### src/rtl/rs232_packet_rx.sv
// Receives SYNC/LEN/payload/CHK frames from a byte UART, verifies the 8-bit additive checksum
// and delivers the buffered payload over a valid/ready stream.
module rs232_packet_rx #(
  parameter int unsigned MAX_LEN = 16,
  parameter int unsigned TIMEOUT = 200000
) (
  input  logic       iCLK_50,
  input  logic       iRST_N,
  input  logic       iRX_TICK,
  input  logic [7:0] iRX_DATA,
  input  logic       iREADY,
  output logic [7:0] oDATA,
  output logic       oVALID,
  output logic       oLAST,
  output logic       oPKT_OK,
  output logic       oERR,
  output logic [1:0] oERR_CODE,
  output logic       oOVERRUN,
  output logic       oBUSY
);

  localparam int unsigned IdxW = (MAX_LEN > 1) ? $clog2(MAX_LEN) : 1;
  localparam int unsigned LenW = $clog2(MAX_LEN + 1);
  localparam int unsigned TmoW = $clog2(TIMEOUT);

  typedef enum logic [2:0] {StIdle, StLen, StPayload, StChk, StDeliver, StError} state_e;

  state_e          r_state, w_state_d;
  logic [LenW-1:0] r_len;
  logic [7:0]      r_sum;
  logic [IdxW-1:0] r_wr_idx, r_rd_idx;
  logic [TmoW-1:0] r_tmo;
  logic            r_pkt_ok, r_err, r_overrun;
  logic [1:0]      r_err_code;
  logic [7:0]      r_buf [MAX_LEN];

  logic       w_ok_d, w_err_d, w_ovr_d, w_len_bad, w_tmo_hit, w_timed, w_wr_last, w_xfer;
  logic [1:0] w_code_d;

  assign w_len_bad = (iRX_DATA == 8'd0) || (iRX_DATA > 8'(MAX_LEN));
  assign w_timed   = (r_state == StLen) || (r_state == StPayload) || (r_state == StChk);
  // Counter reads k-1 in the k-th cycle after the last tick, so this is the cycle it reaches TIMEOUT-1.
  assign w_tmo_hit = (r_tmo == TmoW'(TIMEOUT - 2));
  assign w_wr_last = (LenW'(r_wr_idx) == r_len - LenW'(1));
  assign w_xfer    = oVALID && iREADY;

  assign oVALID    = (r_state == StDeliver);
  assign oDATA     = oVALID ? r_buf[r_rd_idx] : 8'h00;
  assign oLAST     = oVALID && (LenW'(r_rd_idx) == r_len - LenW'(1));
  assign oBUSY     = (r_state != StIdle);
  assign oPKT_OK   = r_pkt_ok;
  assign oERR      = r_err;
  assign oERR_CODE = r_err_code;
  assign oOVERRUN  = r_overrun;

  always_comb begin
    w_state_d = r_state;
    w_code_d  = r_err_code;
    w_ok_d    = 1'b0;
    w_ovr_d   = 1'b0;
    case (r_state)
      StIdle: if (iRX_TICK && iRX_DATA == 8'hAA) w_state_d = StLen;
      StLen: begin
        if (iRX_TICK) begin
          if (w_len_bad) begin
            w_state_d = StError;
            w_code_d  = 2'b01;
          end else begin
            w_state_d = StPayload;
          end
        end else if (w_tmo_hit) begin
          w_state_d = StError;
          w_code_d  = 2'b11;
        end
      end
      StPayload: begin
        if (iRX_TICK) begin
          if (w_wr_last) w_state_d = StChk;
        end else if (w_tmo_hit) begin
          w_state_d = StError;
          w_code_d  = 2'b11;
        end
      end
      StChk: begin
        if (iRX_TICK) begin
          if (iRX_DATA == r_sum) begin
            w_state_d = StDeliver;
            w_ok_d    = 1'b1;
          end else begin
            w_state_d = StError;
            w_code_d  = 2'b10;
          end
        end else if (w_tmo_hit) begin
          w_state_d = StError;
          w_code_d  = 2'b11;
        end
      end
      StDeliver: begin
        w_ovr_d = iRX_TICK;
        if (w_xfer && oLAST) w_state_d = StIdle;
      end
      StError: w_state_d = StIdle;
      default: w_state_d = StIdle;
    endcase
    w_err_d = (w_state_d == StError);
  end

  always_ff @(posedge iCLK_50 or negedge iRST_N) begin
    if (!iRST_N) begin
      r_state    <= StIdle;
      r_len      <= '0;
      r_sum      <= '0;
      r_wr_idx   <= '0;
      r_rd_idx   <= '0;
      r_tmo      <= '0;
      r_pkt_ok   <= 1'b0;
      r_err      <= 1'b0;
      r_err_code <= 2'b00;
      r_overrun  <= 1'b0;
    end else begin
      r_state    <= w_state_d;
      r_pkt_ok   <= w_ok_d;
      r_err      <= w_err_d;
      r_err_code <= w_code_d;
      r_overrun  <= w_ovr_d;
      if (iRX_TICK || !w_timed) r_tmo <= '0;
      else                      r_tmo <= r_tmo + TmoW'(1);
      if (r_state == StLen && iRX_TICK && !w_len_bad) begin
        r_len    <= iRX_DATA[LenW-1:0];
        r_sum    <= iRX_DATA;
        r_wr_idx <= '0;
      end
      if (r_state == StPayload && iRX_TICK) begin
        r_sum    <= r_sum + iRX_DATA;
        r_wr_idx <= r_wr_idx + IdxW'(1);
      end
      if (r_state == StChk) r_rd_idx <= '0;
      else if (w_xfer)      r_rd_idx <= r_rd_idx + IdxW'(1);
    end
  end

  always_ff @(posedge iCLK_50) begin
    if (r_state == StPayload && iRX_TICK) r_buf[r_wr_idx] <= iRX_DATA;
  end

endmodule

### config.mk
export PLATFORM = sky130hd
export DESIGN_NAME = rs232_packet_rx
export DESIGN_NICKNAME = d
export VERILOG_FILES = /design/src/rtl/rs232_packet_rx.sv
export SDC_FILE = /design/constraint.sdc
export NUM_CORES = 1
export LEC_CHECK = 0
export CAP_MARGIN = 20
export CORE_MARGIN = 3
export CORE_UTILIZATION = 60
export CTS_CLUSTER_DIAMETER = 80
export CTS_CLUSTER_SIZE = 40
export DETAILED_ROUTE_END_ITERATION = 16
export PLACE_DENSITY = 0.84
export SYNTH_ARGS = -nofsm -noshare
export SYNTH_HDL_FRONTEND = slang
export SYNTH_SLANG_ARGS = --single-unit
### constraint.sdc
create_clock -name iCLK_50 -period 6.4 [get_ports iCLK_50]
set_clock_uncertainty 0.1 [all_clocks]
set_input_delay 1.28 -clock iCLK_50 [delete_from_list [all_inputs] [get_ports iCLK_50]]
set_output_delay 1.28 -clock iCLK_50 [all_outputs]
set_load 0.05 [all_outputs]
==> summary.txt, run 1 <==
Run status
  – Status: finished clean

Floorplan
  – Die height: 120 um
  – # IOs: 28
  – Initial Util: 63.0%
  – Core box area: 12300 um^2
  – Rows: 40
  – Die area: roughly 14000 um^2
  – Die X: 120 um

CTS
  – Post-CTS Setup Bufs: 0
  – Root Buffer: clkbuf_16
  – Clock tree buffer depth: 2
  – Clk Latency, worst-skew pair: 430 ps
  – Clock sinks: between 150 and 200
  – Resized Gates After CTS: 0
  – Post-cts hold buffer count: 0
  – TritonCTS clock tree: yes
  – Max H-tree Level: 4
  – CTS clk-pin slew, worst paths: 60 ps
  – CTS Buf Count: 17

Yosys
  – Seq cells post-synth: 175
  – Post-Synth Simple-Gate Area: between 10% and 20%
  – Synth Cell Area: 7760 um^2
  – Post-synth ARST share: ~27%
  – Top cell type by total area after synthesis: edfxtp_1
  – Number of synthesized flops with an enable pin: 128
  – Yosys cell types: 55
  – Synth Area in Compound Gates: 3.98%
  – Xor/xnor share of the synthesized area: 4.02%
  – Avg Cell Area, Syn: ~15 um^2
  – Register area share after synthesis: roughly two thirds
  – Syn. warnings: 0
  – Synth Instances: 511
  – Post-synthesis adder-cell area fraction: 2.68%
  – Syn nets: 539
  – Share of the synthesized area in the top cell type: 49.6%
  – Mux cell area share after synthesis: 12.0%
  – Top_reg_cell synth: edfxtp_1
  – Main combinational cell family by area after synthesis: multiplexers
  – Ranking of synthesized cells by area: edfxtp_1 (50%), dfrtp_1 (15%), mux4_2 (12%)

Timing
  – Fmax: between 0.15 and 0.2 GHz
  – Final period utilization: 79.1%
  – RSZ-0062 raised after global routing: false
  – Min cycle time layout: 5060 ps
  – Slew HR: 25.0%
  – Endpoints failing hold: 0
  – Final Setup Violations: 0
  – Worst Tran Pin Value: 1120 ps
  – Final TNS setup: 0 ps
  – Setup slack after layout: 1340 ps
  – Max-slew violations: 0

Placed design
  – Final Wtd Congestion: 0.851
  – Hpwl dp: 10.4 mm
  – Worst slack, placed: between 1500 and 2000 ps
  – Port Buffers: 27

Power and ir drop
  – P per Cell Area: 346 nW/um^2
  – Peak VDD IR: just under 0.2 mV
  – Leakage power: 3.05 nW

Critical path
  – Critical path fanouts, max: 24
  – Critical path buffers and inverters: 2
  – Worst-case reg-to-reg path depth: 4
  – Worst R2R End: r_buf[7][7]$_DFFE_PP_
  – Setup CP Type: register to output port
  – Most frequent CP cell: mux4_2
  – Critical Path RT: 5020 ps
  – Reg2Reg Setup Slack: between 3000 and 4000 ps
  – Reg-to-reg startpoint: r_state[1]$_DFF_PN0_
  – Setup crit end kind: output port
  – CP top delay family: buffers and inverters
  – Slowest cell on crit path: dfrtp_2
  – Worst stage delay on the critical path: 880 ps
  – Worst path cell trace: buf_4 > mux4_2 > mux4_2 > and2_1 > clkdlybuf4s50_1
  – Worst EP arrival: 3680 ps
  – Critical Path Start Type: register

Global route
  – Total grt overflow: 0
  – Largest net degree at the start of global routing: 48
  – Initial antenna violation count: 0
  – Vias in the first global route: 4682
  – Global-route wire length before repair: 26.6 mm
  – GR Util All Layers: 25.2%

Routing
  – DR WL/cell: 22.9 um
  – Drt pass-1 iters: 5
  – Final WL: 16.5 mm
  – Via Count: 4544
  – ANT nets after route: 0
  – DRC: 0
  – Vias/cell: 6.32
  – Initial drt markers: 472

Worst hold path
  – Start point of the worst hold path: r_sum[0]$_DFFE_PN0P_
  – HP Class: register to register
  – Hold path depth: 2
  – Hold Crit Endpoint: r_sum[0]$_DFFE_PN0P_

Final layout
  – FILL cells: approximately 790
  – Nets@finish: 567
  – ANT cells: 0
  – Area growth from synthesis to layout: 12.7%
  – Reg area: 5020 um^2
  – Commonest non-fill, non-tap cells in the layout: edfxtp_1 (128), dfrtp_1 (46), nor2_1 (44)
  – Final core utilization: 71.0%
  – Most common cell after layout, fill and taps aside: edfxtp_1
  – Layout cell share with drive strength beyond 1: ~17%
  – Area of the multi-input gates: 2590 um^2

Job
  – Max_cap viols: 0
==> stage by stage <==
stage / hold slack (ps) / instance area (um^2) / instances / power [mW]
after floorplan: 343 / 7760 / 511 / 1.91
after global placement: 363 / 8200 / 688 / 2.05
after detailed placement: 383 / 8200 / 688 / 2.08
after CTS: 396 / 8740 / 719 / 3.04
after global routing: 416 / 8740 / 719 / 3.17
final: 397 / 8740 / 719 / 3.03
==> worst register-to-register path: stages, from the launching register on <==
cell     delay, ps
dfrtp_1        520
nor3b_1        390
and2_1         500
nand2_1        270
nor2_1         920
==> flip-flops by register name, summed over array words and instances (netlist names) <==
name and count:
oERR 1, oERR_CODE 2, oOVERRUN 1, oPKT_OK 1, r_buf 128, r_len 5, r_rd_idx 4, r_state 3
r_sum 8, r_tmo 18, r_wr_idx 4
==> layout make-up <==
type | count | share of cell area (%)
clock buffer | 18 | 4.91
timing repair buffer | 32 | 3.46
clock inverter | 13 | 1.30
multi-input combinational | 293 | 29.6
inverter | 20 | 0.859
sequential | 175 | 57.4
tap | 168 | 2.40
==> kinds of logic (layout without fill, tap and decap cells) <==
kind of cell,after synthesis,in the layout
and+or+nand+nor,154,154
buffers and inverters,43,83
DFF,175,175
AOI/OAI and AO/OA,46,46
muxes,43,43
adders and majority gates,16,16
xor gates and xnor gates,34,34
==> worst max path at each step <==
stage | start | to | slack [ps] | cells after the start
floorplan | r_rd_idx[0]$_DFFE_PN0P_ | oDATA[0] | 2710 | 5
global placement | r_rd_idx[0]$_DFFE_PN0P_ | oDATA[4] | 1880 | 5
detailed placement | r_rd_idx[0]$_DFFE_PN0P_ | oDATA[6] | 1770 | 5
CTS | r_rd_idx[0]$_DFFE_PN0P_ | oDATA[5] | 1280 | 5
global route | r_rd_idx[0]$_DFFE_PN0P_ | oDATA[5] | 1130 | 5
finish | r_rd_idx[0]$_DFFE_PN0P_ | oDATA[5] | 1340 | 5
==> power breakdown <==
part           internal, mW  switching, mW
registers              1.28          0.103
logic                 0.332          0.358
clock network         0.534          0.423
==> cell usage after synthesis (all sizes together), types with 2 or more instances <==
cell type / instances
a2111oi: 2
a21oi: 10
a221o: 3
a22oi: 2
a31o: 2
and2: 11
and3: 4
buf: 10
clkbuf: 13
dfrtp: 47
edfxtp: 128
ha: 15
inv: 20
mux2: 2
mux4: 40
nand2: 31
nand2b: 2
nand3: 16
nand4: 4
nor2: 44
nor2b: 4
nor3: 11
nor3b: 3
nor4: 5
nor4b: 2
o211ai: 2
o21a: 2
o21ai: 11
o31ai: 6
or3: 7
or4: 2
or4b: 3
xnor2: 10
xor2: 23
==> metal layers <==
layer	routed length, um	GRT usage, %	share of wire [%]
met1	6240	32.0	38
met5	0	0	0
met4	386	8.88	2.3
met2	8760	42.6	53
met3	1070	6.27	6.5
Power figures use the tool's default switching activity.
==> run 2: changes to the inputs <==
CORE_UTILIZATION = 55   (was 60)
PLACE_DENSITY = 0.82   (was 0.84)
clock period = 4.35 ns   (was 6.4 ns; I/O delays follow)
==> run 2 against run 1 <==
Effect of this change: wire length is 8.2% higher; sequential cell count stayed put; sequential share of layout area is 1.7 points lower; largest power group unchanged; non-clock buffer count is 27 higher; setup slack worse by 1200 ps; clock power is 61% higher; combinational power is 58% higher; power is 53% higher; die area is 8.6% higher; first-iteration DRC count is 26% higher; largest cell class unchanged; register-to-register slack worse by 1800 ps.
==> summary.txt, run 2 (synthesis results as in run 1) <==
Routing
  – DRC: 0 (unchanged)
  – Via Count: 4783 (+5.3%)
  – DR WL/cell: 23.6 um (+3.0%)
  – Drt pass-1 iters: 5 (unchanged)
  – Initial drt markers: 596 (+26%)
  – Vias/cell: 6.34 (+0.24%)
  – ANT nets after route: 0 (unchanged)
  – Final WL: 17.8 mm (+8.2%)

Global route
  – Initial antenna violation count: 0 (unchanged)
  – Largest net degree at the start of global routing: 48 (unchanged)
  – Met3 usage: 5.70% (-0.56 points)
  – Total grt overflow: 0 (unchanged)
  – Met2 usage: 39.1% (-3.5 points)
  – Global-route wire length before repair: 27.5 mm (+3.4%)
  – GR Util All Layers: 23.6% (-1.6 points)
  – Vias in the first global route: 4803 (+2.6%)
  – M1 GR Usage: 30.0% (-2.1 points)
  – GRT busiest layer: met2

CTS
  – Resized Gates After CTS: 0 (unchanged)
  – Clock sinks: 175 (unchanged)
  – Post-CTS Setup Bufs: 0 (unchanged)
  – Max H-tree Level: 4 (unchanged)
  – Clock tree buffer depth: 2 (unchanged)
  – Clk Latency, worst-skew pair: 440 ps (about the same)
  – Post-cts hold buffer count: 0 (unchanged)
  – TritonCTS clock tree: yes
  – CTS Buf Count: 17 (unchanged)
  – CTS clk-pin slew, worst paths: 60 ps (about the same)
  – Root Buffer: clkbuf_16

Critical path
  – Critical Path Start Type: register
  – Critical Path RT: 3380 ps (-1640 ps)
  – Setup CP Type: register to output port
  – Worst-case reg-to-reg path depth: 5 (+1)
  – Setup crit end kind: output port
  – Worst EP arrival: 3240 ps (-440 ps)
  – Critical path fanouts, max: 30 (+25%)

Final layout
  – Area of the multi-input gates: 2570 um^2 (-0.77%)
  – Commonest non-fill, non-tap cells in the layout: edfxtp_1 (128), dfrtp_1 (46), nor2_1 (44)
  – Layout cell share with drive strength beyond 1: 19.9% (+3.3 points)
  – Post-route design area: 9010 um^2 (+3.1%)
  – Top flop regs: r_buf (128), r_tmo (18), r_sum (8)
  – Max reg flops: 128 (unchanged)
  – Area growth from synthesis to layout: 16.2%
  – Most common cell after layout, fill and taps aside: edfxtp_1
  – ANT cells: 0 (unchanged)
  – Most flops, register: r_buf
  – Reg area: 5020 um^2 (unchanged)
  – FILL cells: 872 (+11%)
  – Nets@finish: 594 (+4.8%)

Floorplan
  – Rows: 42 (+5.0%)
  – Core box area: 13500 um^2 (+9.7%)
  – # IOs: 28 (unchanged)
  – Die X: 125 um (+4.2%)
  – Initial Util: 57.4% (-5.6 points)
  – Die area: 15600 um^2 (+8.6%)
  – Die height: 125 um (+4.2%)

Timing
  – Max-slew violations: 0 (unchanged)
  – RSZ-0062 raised after global routing: false
  – Final TNS setup: 0 ps (unchanged)
  – Final period utilization: 96.7%
  – Final Hold Slack: 232 ps (-165 ps)
  – Endpoints failing hold: 0 (unchanged)
  – Final Setup Violations: 0 (unchanged)
  – Worst Tran Pin Value: 750 ps (-370 ps)
  – Slew HR: 48.7% (+24 points)
  – Fmax: 0.238 GHz
  – Min cycle time layout: ~4200 ps

Power and ir drop
  – Leakage power: 3.18 nW (+4.5%)
  – Final total power: 4.62 mW (+53%)
  – P per Cell Area: 513 nW/um^2 (+48%)
  – Peak VDD IR: 0.239 mV (+23%)

Placed design
  – Hpwl dp: 11.2 mm (+8.3%)
  – Final Wtd Congestion: 0.843 (-0.98%)
  – Port Buffers: 27 (unchanged)
  – Placed Area: 8400 um^2 (+2.4%)

Run status
  – Status: finished clean

Job
  – Max_cap viols: 0 (unchanged)

Worst hold path
  – HP Class: input port to async pin
-- run 2: changes by cell type in the layout (fill, tap and decap cells not counted), sizes merged --
cell      delta
bufinv       +2
clkinv       -6
clkinvlp     +5
buf         +27
-- run 2: layout make-up --
type                            instances  share of cell area (%)
Clock inverter                         14                    1.82
Multi-Input combinational cell        293                    28.5
Inverter                               20                   0.833
Tap cell                              176                    2.44
Sequential cell                       175                    55.7
Timing Repair Buffer                   59                    5.89
Clock buffer                           18                    4.76
-- run 2: worst paths after layout --
path | startpoint | to | slack (ps)
setup / recovery | r_rd_idx[0]$_DFFE_PN0P_ | oDATA[5] | 140
hold / removal | iRST_N | r_tmo[9]$_DFF_PN0_ | 230
setup reg to reg | r_state[1]$_DFF_PN0_ | r_buf[15][4]$_DFFE_PP_ | 1540
hold reg to reg | r_sum[0]$_DFFE_PN0P_ | r_sum[0]$_DFFE_PN0P_ | 430
max in group asynchronous | iRST_N | r_rd_idx[0]$_DFFE_PN0P_ | 3410
min in group iCLK_50 | r_sum[0]$_DFFE_PN0P_ | r_sum[0]$_DFFE_PN0P_ | 430
-- run 2: per-layer routing --
metal / up-vias / wire length [um]
li1: 2048 / -
met1: 2453 / 6940
met4: 0 / 550
met3: 49 / 1190
met5: - / 0
met2: 233 / 9130
-- run 2: report_power, final --
part | internal (mW) | switching [mW] | total, mW | leakage (nW)
logic | 0.511 | 0.581 | 1.09 | 1.14
registers | 1.88 | 0.116 | 1.99 | 1.78
clock network | 0.901 | 0.638 | 1.54 | 0.274
total | 3.29 | 1.33 | 4.62 | 3.18
-- run 2: critical path, cell delays in order (launching register included) --
cell and delay, ps:
dfrtp_2 510, buf_12 290, mux4_2 570, mux4_2 530, and2_1 190, clkdlybuf4s50_1 700
-- run 2: metrics by stage --
stage	setup slack [ps]	cells	utilization, %
after floorplan	1070	511	-
after global placement	700	722	62.2
after detailed placement	595	722	62.2
after CTS	116	754	66.6
after global routing	51.2	755	66.7
final	143	755	66.7
